[src/rtl/dcache_axi_read_responder_if.sv]
// rtl/dcache_axi_read_responder_if.sv - AXI4 read address and read data channels
//
// Purpose: groups the AR and R channel signals between a read initiator (master)
//          and the DCache read responder (slave).
// Ports (signals):
//   ar_valid/ar_ready/ar_id/ar_addr/ar_len/ar_size/ar_burst : read address channel
//   r_valid/r_ready/r_id/r_data/r_resp/r_last                 : read data channel
interface dcache_axi_read_responder_if #(
    parameter int ADDR_WIDTH = 32,
    parameter int DATA_BYTE  = 8,
    parameter int ID_WIDTH   = 4
) ();
    logic                     ar_valid;
    logic                     ar_ready;
    logic [ID_WIDTH-1:0]      ar_id;
    logic [ADDR_WIDTH-1:0]    ar_addr;
    logic [7:0]               ar_len;
    logic [2:0]               ar_size;
    logic [1:0]               ar_burst;

    logic                     r_valid;
    logic                     r_ready;
    logic [ID_WIDTH-1:0]      r_id;
    logic [DATA_BYTE*8-1:0]   r_data;
    logic [1:0]               r_resp;
    logic                     r_last;

    modport master (
        output ar_valid, ar_id, ar_addr, ar_len, ar_size, ar_burst, r_ready,
        input  ar_ready, r_valid, r_id, r_data, r_resp, r_last
    );

    modport slave (
        input  ar_valid, ar_id, ar_addr, ar_len, ar_size, ar_burst, r_ready,
        output ar_ready, r_valid, r_id, r_data, r_resp, r_last
    );
endinterface

[src/rtl/dcache_axi_read_responder.sv]
// rtl/dcache_axi_read_responder.sv - AXI4 read responder streaming bursts from a sync SRAM
//
// Purpose: accepts one AR burst at a time and returns R beats read from a
//          single-port synchronous SRAM (1-cycle read latency). A 2-entry
//          buffer absorbs the SRAM latency under R backpressure.
// Ports:
//   clk, rst   : clock, synchronous active-high reset
//   axi        : slave modport of the AR/R channel interface
//   mem_ren    : SRAM read enable
//   mem_raddr  : SRAM word address
//   mem_rdata  : SRAM read data, valid the cycle after mem_ren
module dcache_axi_read_responder #(
    parameter int ADDR_WIDTH = 32,
    parameter int DATA_BYTE  = 8,
    parameter int ID_WIDTH   = 4,
    parameter int MEM_DEPTH  = 1024,
    localparam int MEM_AW    = $clog2(MEM_DEPTH),
    localparam int DW        = DATA_BYTE * 8
) (
    input  logic                     clk,
    input  logic                     rst,
    dcache_axi_read_responder_if.slave axi,
    output logic                     mem_ren,
    output logic [MEM_AW-1:0]        mem_raddr,
    input  logic [DW-1:0]            mem_rdata
);

    localparam int OFF = $clog2(DATA_BYTE);
    localparam logic [1:0] RESP_OKAY   = 2'b00;
    localparam logic [1:0] RESP_SLVERR = 2'b10;
    localparam logic [1:0] RESP_DECERR = 2'b11;
    localparam logic [1:0] BURST_FIXED = 2'b00;
    localparam logic [1:0] BURST_INCR  = 2'b01;
    localparam logic [ADDR_WIDTH-1:0] DEPTH_W = ADDR_WIDTH'(MEM_DEPTH);

    typedef enum logic {IDLE, BURST} state_t;

    state_t                 state;
    logic [ID_WIDTH-1:0]    id_q;
    logic [ADDR_WIDTH-1:0]  cur_addr;
    logic [7:0]             len_q;
    logic [2:0]             size_q;
    logic [1:0]             burst_q;
    logic                   err_q;
    logic [8:0]             iss;
    logic [8:0]             ret;

    logic                   inflight;
    logic [1:0]             inflight_resp;
    logic [DW-1:0]          buf_data [2];
    logic [1:0]             buf_resp [2];
    logic                   buf_rd;
    logic                   buf_wr;
    logic [1:0]             buf_count;

    logic                   ar_hs;
    logic                   head_from_mem;
    logic                   r_valid_int;
    logic                   r_last_int;
    logic                   pop;
    logic                   push;
    logic                   pop_buf;
    logic [2:0]             occupancy;
    logic [ADDR_WIDTH-1:0]  word_idx;
    logic [1:0]             issue_resp;
    logic [DW-1:0]          rdata_masked;
    logic [DW-1:0]          head_data;
    logic [1:0]             head_resp;

    // When the buffer is empty the beat arriving from the SRAM is presented
    // directly; if it is not taken that cycle it lands in the buffer head, so
    // the R payload stays stable while stalled.
    always_comb begin
        ar_hs         = 1'b0;
        head_from_mem = (buf_count == 2'd0) && inflight;
        r_valid_int   = (buf_count != 2'd0) || inflight;
        r_last_int    = r_valid_int && (ret == {1'b0, len_q});
        pop           = r_valid_int && axi.r_ready;
        push          = inflight && !(head_from_mem && pop);
        pop_buf       = pop && (buf_count != 2'd0);
        // Occupancy the buffer will have next cycle, before any new issue.
        occupancy     = {1'b0, buf_count} + {2'b00, inflight} - {2'b00, pop};
        mem_ren       = !rst && (state == BURST) && (iss <= {1'b0, len_q})
                        && (occupancy < 3'd2);
        mem_raddr     = cur_addr[MEM_AW+OFF-1:OFF];
        word_idx      = cur_addr >> OFF;
        if (err_q) begin
            issue_resp = RESP_SLVERR;
        end else if (word_idx >= DEPTH_W) begin
            issue_resp = RESP_DECERR;
        end else begin
            issue_resp = RESP_OKAY;
        end
        rdata_masked  = (inflight_resp == RESP_OKAY) ? mem_rdata : '0;
        if (head_from_mem) begin
            head_data = rdata_masked;
            head_resp = inflight_resp;
        end else if (buf_count != 2'd0) begin
            head_data = buf_data[buf_rd];
            head_resp = buf_resp[buf_rd];
        end else begin
            head_data = '0;
            head_resp = RESP_OKAY;
        end
        if ((state == IDLE) && !rst) begin
            ar_hs = axi.ar_valid;
        end
    end

    assign axi.ar_ready = (state == IDLE) && !rst;
    assign axi.r_valid  = r_valid_int;
    assign axi.r_data   = head_data;
    assign axi.r_resp   = head_resp;
    assign axi.r_last   = r_last_int;
    assign axi.r_id     = id_q;

    always_ff @(posedge clk) begin
        if (rst) begin
            state         <= IDLE;
            id_q          <= '0;
            cur_addr      <= '0;
            len_q         <= '0;
            size_q        <= '0;
            burst_q       <= '0;
            err_q         <= 1'b0;
            iss           <= '0;
            ret           <= '0;
            inflight      <= 1'b0;
            inflight_resp <= RESP_OKAY;
            buf_rd        <= 1'b0;
            buf_wr        <= 1'b0;
            buf_count     <= '0;
            for (int i = 0; i < 2; i++) begin
                buf_data[i] <= '0;
                buf_resp[i] <= RESP_OKAY;
            end
        end else begin
            inflight      <= mem_ren;
            inflight_resp <= issue_resp;
            if (push) begin
                buf_data[buf_wr] <= rdata_masked;
                buf_resp[buf_wr] <= inflight_resp;
                buf_wr           <= ~buf_wr;
            end
            if (pop_buf) begin
                buf_rd <= ~buf_rd;
            end
            buf_count <= buf_count + {1'b0, push} - {1'b0, pop_buf};

            case (state)
                IDLE: begin
                    if (ar_hs) begin
                        id_q     <= axi.ar_id;
                        cur_addr <= axi.ar_addr;
                        len_q    <= axi.ar_len;
                        size_q   <= axi.ar_size;
                        burst_q  <= axi.ar_burst;
                        err_q    <= ((axi.ar_burst != BURST_FIXED) && (axi.ar_burst != BURST_INCR))
                                    || (axi.ar_size > 3'(OFF));
                        iss      <= '0;
                        ret      <= '0;
                        state    <= BURST;
                    end
                end
                BURST: begin
                    if (mem_ren) begin
                        iss <= iss + 9'd1;
                        if (burst_q == BURST_INCR) begin
                            cur_addr <= cur_addr + (ADDR_WIDTH'(1) << size_q);
                        end
                    end
                    if (pop) begin
                        ret <= ret + 9'd1;
                        if (r_last_int) begin
                            state <= IDLE;
                        end
                    end
                end
                default: state <= IDLE;
            endcase
        end
    end

endmodule

[src/flat_wrapper.sv]
// flat-port wrapper written by rule: the top's interface ports become plain ports
module dcache_axi_read_responder_flat 
#(
    parameter int ADDR_WIDTH = 32,
    parameter int DATA_BYTE  = 8,
    parameter int ID_WIDTH   = 4,
    parameter int MEM_DEPTH  = 1024,
    localparam int MEM_AW    = $clog2(MEM_DEPTH),
    localparam int DW        = DATA_BYTE * 8
)
  (clk, rst, mem_ren, mem_raddr, mem_rdata, axi_ar_valid, axi_ar_id, axi_ar_addr, axi_ar_len, axi_ar_size, axi_ar_burst, axi_r_ready, axi_ar_ready, axi_r_valid, axi_r_id, axi_r_data, axi_r_resp, axi_r_last);
  dcache_axi_read_responder_if #(.ADDR_WIDTH(ADDR_WIDTH), .DATA_BYTE(DATA_BYTE), .ID_WIDTH(ID_WIDTH)) axi_i ();
  input  logic clk;
  input  logic rst;
  output logic mem_ren;
  output logic [MEM_AW-1:0] mem_raddr;
  input  logic [DW-1:0] mem_rdata;
  input wire logic [$bits(axi_i.ar_valid)-1:0] axi_ar_valid;
  input wire logic [$bits(axi_i.ar_id)-1:0] axi_ar_id;
  input wire logic [$bits(axi_i.ar_addr)-1:0] axi_ar_addr;
  input wire logic [$bits(axi_i.ar_len)-1:0] axi_ar_len;
  input wire logic [$bits(axi_i.ar_size)-1:0] axi_ar_size;
  input wire logic [$bits(axi_i.ar_burst)-1:0] axi_ar_burst;
  input wire logic [$bits(axi_i.r_ready)-1:0] axi_r_ready;
  output wire logic [$bits(axi_i.ar_ready)-1:0] axi_ar_ready;
  output wire logic [$bits(axi_i.r_valid)-1:0] axi_r_valid;
  output wire logic [$bits(axi_i.r_id)-1:0] axi_r_id;
  output wire logic [$bits(axi_i.r_data)-1:0] axi_r_data;
  output wire logic [$bits(axi_i.r_resp)-1:0] axi_r_resp;
  output wire logic [$bits(axi_i.r_last)-1:0] axi_r_last;
  assign axi_i.ar_valid = axi_ar_valid;
  assign axi_i.ar_id = axi_ar_id;
  assign axi_i.ar_addr = axi_ar_addr;
  assign axi_i.ar_len = axi_ar_len;
  assign axi_i.ar_size = axi_ar_size;
  assign axi_i.ar_burst = axi_ar_burst;
  assign axi_i.r_ready = axi_r_ready;
  assign axi_ar_ready = axi_i.ar_ready;
  assign axi_r_valid = axi_i.r_valid;
  assign axi_r_id = axi_i.r_id;
  assign axi_r_data = axi_i.r_data;
  assign axi_r_resp = axi_i.r_resp;
  assign axi_r_last = axi_i.r_last;
  dcache_axi_read_responder #(.ADDR_WIDTH(ADDR_WIDTH), .DATA_BYTE(DATA_BYTE), .ID_WIDTH(ID_WIDTH), .MEM_DEPTH(MEM_DEPTH)) u_core (.clk(clk), .rst(rst), .axi(axi_i), .mem_ren(mem_ren), .mem_raddr(mem_raddr), .mem_rdata(mem_rdata));
endmodule
[config.mk]
export PLATFORM = sky130hd
export DESIGN_NAME = dcache_axi_read_responder_flat
export DESIGN_NICKNAME = d
export VERILOG_FILES = /design/src/rtl/dcache_axi_read_responder_if.sv /design/src/rtl/dcache_axi_read_responder.sv /design/src/flat_wrapper.sv
export SDC_FILE = /design/constraint.sdc
export NUM_CORES = 1
export LEC_CHECK = 0
export BUFFER_PORTS_ARGS = -buffer_cell sky130_fd_sc_hd__buf_2
export CAP_MARGIN = 5
export CORE_MARGIN = 1.5
export CORE_UTILIZATION = 45
export CTS_CLUSTER_SIZE = 25
export DETAILED_ROUTE_END_ITERATION = 7
export HOLD_SLACK_MARGIN = 0.02
export PLACE_DENSITY = 0.67
export REMOVE_ABC_BUFFERS = 1
export SETUP_SLACK_MARGIN = 0.4
export SLEW_MARGIN = 5
export SYNTH_ARGS = -nofsm -noshare
export SYNTH_HDL_FRONTEND = slang
export SYNTH_SLANG_ARGS = --single-unit
[constraint.sdc]
create_clock -name clk -period 4.2 [get_ports clk]
set_clock_uncertainty 0.2 [all_clocks]
set_input_delay 0.42 -clock clk [delete_from_list [all_inputs] [get_ports clk]]
set_output_delay 0.42 -clock clk [all_outputs]
set_load 0.01 [all_outputs]
# After elaboration in Yosys (flattened, before gate mapping)
# Memories as Yosys holds them, arrays and structs flattened. A register that Yosys moved wholly into a read port is not among the register bits.
# Index checks and enable logic that the tools add are counted.
[totals]
mem_bits_rw = 132
inputBits = 117
output_inout_bits = 84
ff_bits = 76
n_memories = 2
[op_classes]
mux = 36
shifts = 1
bitwise = 3
order_cmp = 4
eq_ne = 7
n_reduce_logical = 26
addsub = 7
[mem_list]
columns = ["name", "depth", "width", "read_ports", "rd_ports_with_merged_regs", "wr", "line_no", "text"]
rows = [
  ["u_core.buf_data", 2, 64, 1, 1, 2, "dcache_axi_read_responder.sv:50", "logic [DW-1:0] buf_data [2];"],
  ["u_core.buf_resp", 2, 2, 1, 1, 2, "dcache_axi_read_responder.sv:51", "logic [1:0] buf_resp [2];"],
]
[ops]
columns = ["cell", "n"]
rows = [
  ["64-bit 2-to-1 mux", 4],
  ["32-bit 2-to-1 mux", 3],
  ["32-bit case mux with 2 select lines", 1],
  ["64-bit OR reduction", 1],
  ["9-bit case mux with 2 select lines", 2],
  ["32-bit adder", 1],
  ["1-bit by 3-bit << shifter with 32-bit output (first input constant)", 1],
  ["29-bit by 11-bit >= comparator with 1-bit output (second input constant)", 1],
  ["9-bit 2-to-1 mux", 3],
  ["9-bit by 1-bit adder with 9-bit output (second input constant)", 2],
  ["1-bit 2-to-1 mux", 17],
  ["1-bit logical AND", 11],
  ["2-bit 2-to-1 mux", 5],
  ["9-bit by 8-bit == test with 1-bit output", 1],
  ["9-bit by 8-bit less-or-equal comparator with 1-bit output", 1],
  ["2-bit != test (second input constant)", 3],
  ["2-bit AND reduction", 3],
  ["2-bit logical NOT", 2],
  ["2-bit by 1-bit != test with 1-bit output (second input constant)", 2],
  ["2-bit nonzero test", 2],
  ["2-bit OR reduction", 2],
  ["2-bit by 1-bit adder with 3-bit output", 1],
  ["3-bit by 2-bit > comparator with 1-bit output (second input constant)", 1],
  ["3-bit by 2-bit less-than comparator with 1-bit output (second input constant)", 1],
  ["9 further kinds", 13],
]

# Logic depth before layout (Yosys ltp)
[logic_depth]
depth_word = 11
mapped_depth = 11
ltp_nobuf = 9

# Worst setup path after synthesis
# Ideal clock, no wire load.
[synth_path]
path_type = "flip-flop to flip-flop"
from = "register u_core.buf_count[1]"
to = "memory u_core.buf_data[0][0] (netlist name), enable pin"
period_less_slack_ns = 4.540
arrival_time_ns = 3.836
path_buffers = 0
required_time_ns = 3.496
slack_ns = -0.340
path_stages_with_launch = 5
setup_time_ns = 0.504
cell_sequence = "dfxtp_1 -> nor2_1 -> nand2_1 -> nand2_1 -> o21bai_1"
[synth_rtl]
columns = ["element", "line_no", "text"]
rows = [
  ["start: declaration", "dcache_axi_read_responder.sv:54", "logic [1:0] buf_count;"],
  ["start signal: assignment", "dcache_axi_read_responder.sv:148", "buf_count <= buf_count + {1'b0, push} - {1'b0, pop_buf};"],
  ["end: declaration", "dcache_axi_read_responder.sv:50", ""],
]

# Worst setup path after layout
[layout_path]
from = "register u_core.buf_count[1]"
to = "output mem_ren"
[layout_via]
elab_chain_cells = 6
elab_cells_between_ends = 7
cone_classes = "add/sub: 2; order compare: 1; reduce/logical: 4"
[layout_rtl]
columns = ["element", "line_no", "text"]
rows = [
  ["branches (longest 3 deep; another with 2-bit by 1-bit adder with 3-bit output)", "n/a", ""],
  ["3-bit by 1-bit subtractor with 3-bit output *", "dcache_axi_read_responder.sv:82", "occupancy = {1'b0, buf_count} + {2'b00, inflight} - {2'b00, pop};"],
  ["3-bit by 2-bit less-than comparator with 1-bit output *", "dcache_axi_read_responder.sv:84", "&& (occupancy < 3'd2);"],
  ["1-bit logical AND *", "dcache_axi_read_responder.sv:84", ""],
  ["end: declaration", "flat_wrapper.sv:15", "output logic mem_ren;"],
]
# Every way passes the cells marked *.

==> out/qor.tcl <==
set qor(synth.distinct_cells) 52
set qor(place_hpwl_um) 16700
set qor(detail-route-antenna-nets) 0
set qor(transition_time_of_the_tightest_slew_check_pin_ps) 990
set qor(p_sw_share_pct) 34.2
set qor(clk_latency_ps) 520
set qor(power_share_of_the_clock_group_pct) 30.3
set qor(wl_per_cell_um) 17.0
set qor(cts_inserted_buffers) 24
set qor(path_class) {reg2out}
set qor(reg2reg_slack_ps) 990
set qor(yosys-top-cells-count) {sky130_fd_sc_hd__and3_1 (138), sky130_fd_sc_hd__edfxtp_1 (132), sky130_fd_sc_hd__nand2_1 (118)}
set qor(core_region_area_um2) 23700
set qor(initialDrtViolationCount) 603
set qor(placed_cell_area_um2) 12100
set qor(gr-usage-all-layers_pct) 21.4
set qor(setup_viol_count_final) 0
set qor(synthMostInstantiatedCell) {sky130_fd_sc_hd__and3_1}
set qor(worstSetupStartpointType) {flop}
set qor(h_tree_level_count) 1
set qor(fraction_of_layout_instances_using_a_drive_strength_above_1_pct) 20.5
set qor(hold-path-endpoint) {u_core.buf_data[0][41]}
set qor(synth-async-reset-ratio_pct) 0
set qor(finish.cell_count_without_fillers) 1634
set qor(comb_power_share_pct) 29.5
set qor(edff_count_synth) 132
set qor(finalCritPeriodShare_pct) 85.0
set qor(placementRows) 56
set qor(ios) 201
set qor(synth.yosys.warnings) 0
set qor(ys_ff_latch) 209
set qor(rr_startpoint) {u_core.buf_count[1]}
set qor(antenna_found_initial) 0
set qor(yosysSeqAreaShare_pct) 50.4
set qor(max-slew-margin-rel_pct) 34.0
set qor(post-route-min-period_ps) 3570
set qor(critical_path_capture_point_type) {primary output}
set qor(postRouteWirelength_um) 27700
set qor(floorplan.die_area_um2) 25200
set qor(synth_ff_type) {sky130_fd_sc_hd__edfxtp_1}
set qor(vias_per_cell) 5.55
set qor(final-hold-violation-count) 0
set qor(reg2reg_depth) 8
set qor(final-max-slew-violation-count) 0
set qor(status) {complete, no violations}
set qor(cts.clk_slew.worst_paths_ps) 60
set qor(cts_num_sinks) 209
set qor(floorplan.initialDensity_pct) 46.2
set qor(grt_pass1_wl_um) 44800
set qor(p_seq_share_pct) 40.2
set qor(drt-pass1-iter-count) 5
set qor(gp_congestion) 0.810
set qor(holdCritStartpoint) {mem_rdata[41]}
set qor(final_nets) 1436
set qor(post-synth-top-area-cell) {sky130_fd_sc_hd__edfxtp_1}
set qor(yosys-top-cells-area) {sky130_fd_sc_hd__edfxtp_1 (36%), sky130_fd_sc_hd__dfxtp_1 (14%), sky130_fd_sc_hd__and3_1 (7.9%)}
set qor(grt_max_degree) 129
set qor(routed-via-count) 9061
set qor(fin_area_um2) 13300
set qor(clock_tree_from_tritoncts) {yes}
set qor(cap_viol_max_count) 0
set qor(floorplan.die.width_um) 159
set qor(intPower_uw) 4260
set qor(total_leakage_power_uw) 0.00565
set qor(clk_root_buffer_cell) {sky130_fd_sc_hd__clkbuf_16}
set qor(grt_remaining_overflow) 0
set qor(whs_path_depth) 2
set qor(dp_cells) 1549
set qor(synth.cell_area_um2) 10900
set qor(critPathMaxFanout) 6
set qor(grt_setup_unrepaired) {no}
set qor(dieHeight_um) 159
set qor(synthDominantCellAreaShare_pct) 36.3
set qor(synthesis.instances) 1104
set qor(flow.area_growth_from_synthesis_pct) 21.5
set qor(placement.io_buffers) 200
set qor(timing.hold.worst.class) {in2reg}
set qor(postCtsSetupRepairBufs) 0
set qor(worst-endpoint-arrival_ps) 2950
set qor(cellPowerDensity_nw_per_um2) 487
set qor(rr_endpoint) {u_core.cur_addr[29]}
set qor(antenna_cells) 0
set qor(achievable-frequency_mhz) 280
set qor(worst_ep_required_time_ps) 3580
set qor(ir_worst_vdd_v) 0.000299
set qor(post-route-drc-count) 0
set qor(vias_in_the_first_global_route) 8889
set qor(clockBufferDepth) 3
set qor(net-switching-power_uw) 2210
set qor(synthesis.area_per_instance_um2) 9.90
## flip-flops by register name, summed over array words and instances (netlist names), named ones only
register              flops
u_core.buf_data         128
u_core.buf_rd             1
u_core.err_q              1
u_core.iss                9
u_core.ret                9
u_core.buf_count          2
u_core.len_q              8
u_core.axi.r_id           4
u_core.buf_resp           4
u_core.inflight           1
u_core.inflight_resp      2
u_core.state              1
u_core.size_q             3
u_core.burst_q            2
u_core.cur_addr          32
u_core.buf_wr             1
## routing by layer
| metal | vias up | wire [um] | share of wire [%] | global-route usage (%) |
|---|---|---|---|---|
| li1 | 4423 | - | - | - |
| met1 | 4319 | 12800 | 46 | 29.2 |
| met2 | 280 | 12900 | 47 | 35.6 |
| met3 | 39 | 1560 | 5.6 | 3.03 |
| met4 | 0 | 446 | 1.6 | 5.57 |
| met5 | - | 0 | 0 | 0 |
## metrics by stage
| step | total power [uW] | TNS (ps) | utilization (%) | worst slack, ps | hold WS [ps] |
|---|---|---|---|---|---|
| 3_3_place_gp | 4490 | 0 | 51.3 | 990 | 212 |
| 3_5_place_dp | 4520 | 0 | 51.3 | 884 | 221 |
| 2_1_floorplan | 3760 | -197390 | - | -1190 | 198 |
| 6_report | 6470 | 0 | 56.1 | 631 | 39.3 |
| 4_1_cts | 6520 | 0 | 56.1 | 517 | 21.0 |
| 5_1_grt | 6810 | 0 | 56.1 | 427 | 32.1 |
## worst max path at each step
stage                             start  slack (ps)  cells after the start                     to
floorplan           u_core.buf_count[1]       -1190                      5  u_core.buf_data[1][0]
global placement    u_core.buf_count[1]         990                      8    u_core.cur_addr[25]
detailed placement  u_core.buf_count[1]         880                      8    u_core.cur_addr[25]
CTS                 u_core.buf_count[1]         520                      8                mem_ren
global route        u_core.buf_count[1]         430                      8                mem_ren
finish              u_core.buf_count[1]         630                      8                mem_ren
## critical path, cell delays in order, from the launching register on
cell,delay [ps]
sky130_fd_sc_hd__dfxtp_1,400
sky130_fd_sc_hd__o21ai_1,270
sky130_fd_sc_hd__nor2_1,100
sky130_fd_sc_hd__fa_1,410
sky130_fd_sc_hd__xor2_1,190
sky130_fd_sc_hd__nor4b_4,420
sky130_fd_sc_hd__inv_1,170
sky130_fd_sc_hd__nor2_1,280
sky130_fd_sc_hd__buf_2,200
## cells by family (layout without fill, tap and decap cells)
logic type	after synthesis	after routing	share of synthesized area, %
buf+inv	128	339	4.85
simple gates	415	415	20.5
mux	78	78	7.14
compound gates	226	226	12.4
flops	209	209	50.4
xor+xnor	26	26	2.08
fa+ha+maj	22	22	2.66
## power groups by stage
stage / logic, uW / clock network (uW) / registers [uW]
floorplan: 1110 / 0 / 2650
detailed placement: 1880 / 0 / 2650
CTS: 1910 / 2000 / 2600
global route: 2100 / 2080 / 2630
finish: 1910 / 1960 / 2600
global placement: 1850 / 0 / 2640
## cell type report
cell class | count | area, um2
Sequential cell | 209 | 5510
Clock inverter | 9 | 77.6
Tap cell | 319 | 399
Fill cell | 2181 | 10400
Inverter | 34 | 128
Multi-Input combinational cell | 767 | 4940
Clock buffer | 35 | 656
Timing Repair Buffer | 261 | 1570
## layout by cell type (no fill, tap or decap), types with 12 or more instances in the layout
| cell type | count |
|---|---|
| sky130_fd_sc_hd__a21oi_1 | 43 |
| sky130_fd_sc_hd__and3_1 | 137 |
| sky130_fd_sc_hd__buf_2 | 200 |
| sky130_fd_sc_hd__buf_4 | 19 |
| sky130_fd_sc_hd__clkbuf_16 | 24 |
| sky130_fd_sc_hd__dfxtp_1 | 75 |
| sky130_fd_sc_hd__dlygate4sd3_1 | 41 |
| sky130_fd_sc_hd__edfxtp_1 | 132 |
| sky130_fd_sc_hd__ha_1 | 20 |
| sky130_fd_sc_hd__inv_1 | 34 |
| sky130_fd_sc_hd__mux2i_1 | 78 |
| sky130_fd_sc_hd__nand2_1 | 118 |
| sky130_fd_sc_hd__nand2b_1 | 15 |
| sky130_fd_sc_hd__nand3_1 | 16 |
| sky130_fd_sc_hd__nand4_1 | 14 |
| sky130_fd_sc_hd__nor2_1 | 36 |
| sky130_fd_sc_hd__nor2b_1 | 13 |
| sky130_fd_sc_hd__nor3_1 | 12 |
| sky130_fd_sc_hd__nor4_1 | 12 |
| sky130_fd_sc_hd__o211ai_1 | 13 |
| sky130_fd_sc_hd__o21ai_0 | 104 |
| sky130_fd_sc_hd__xnor2_1 | 13 |
| sky130_fd_sc_hd__xor2_1 | 13 |
## timing repair
item / in CTS / in global routing
hold buffers: 41 / 0
resized for setup: 0 / 1
setup endpoints to repair: 0 / 1
hold endpoints to repair: 46 / 0
Note: power is estimated with default switching activity, not from simulation.
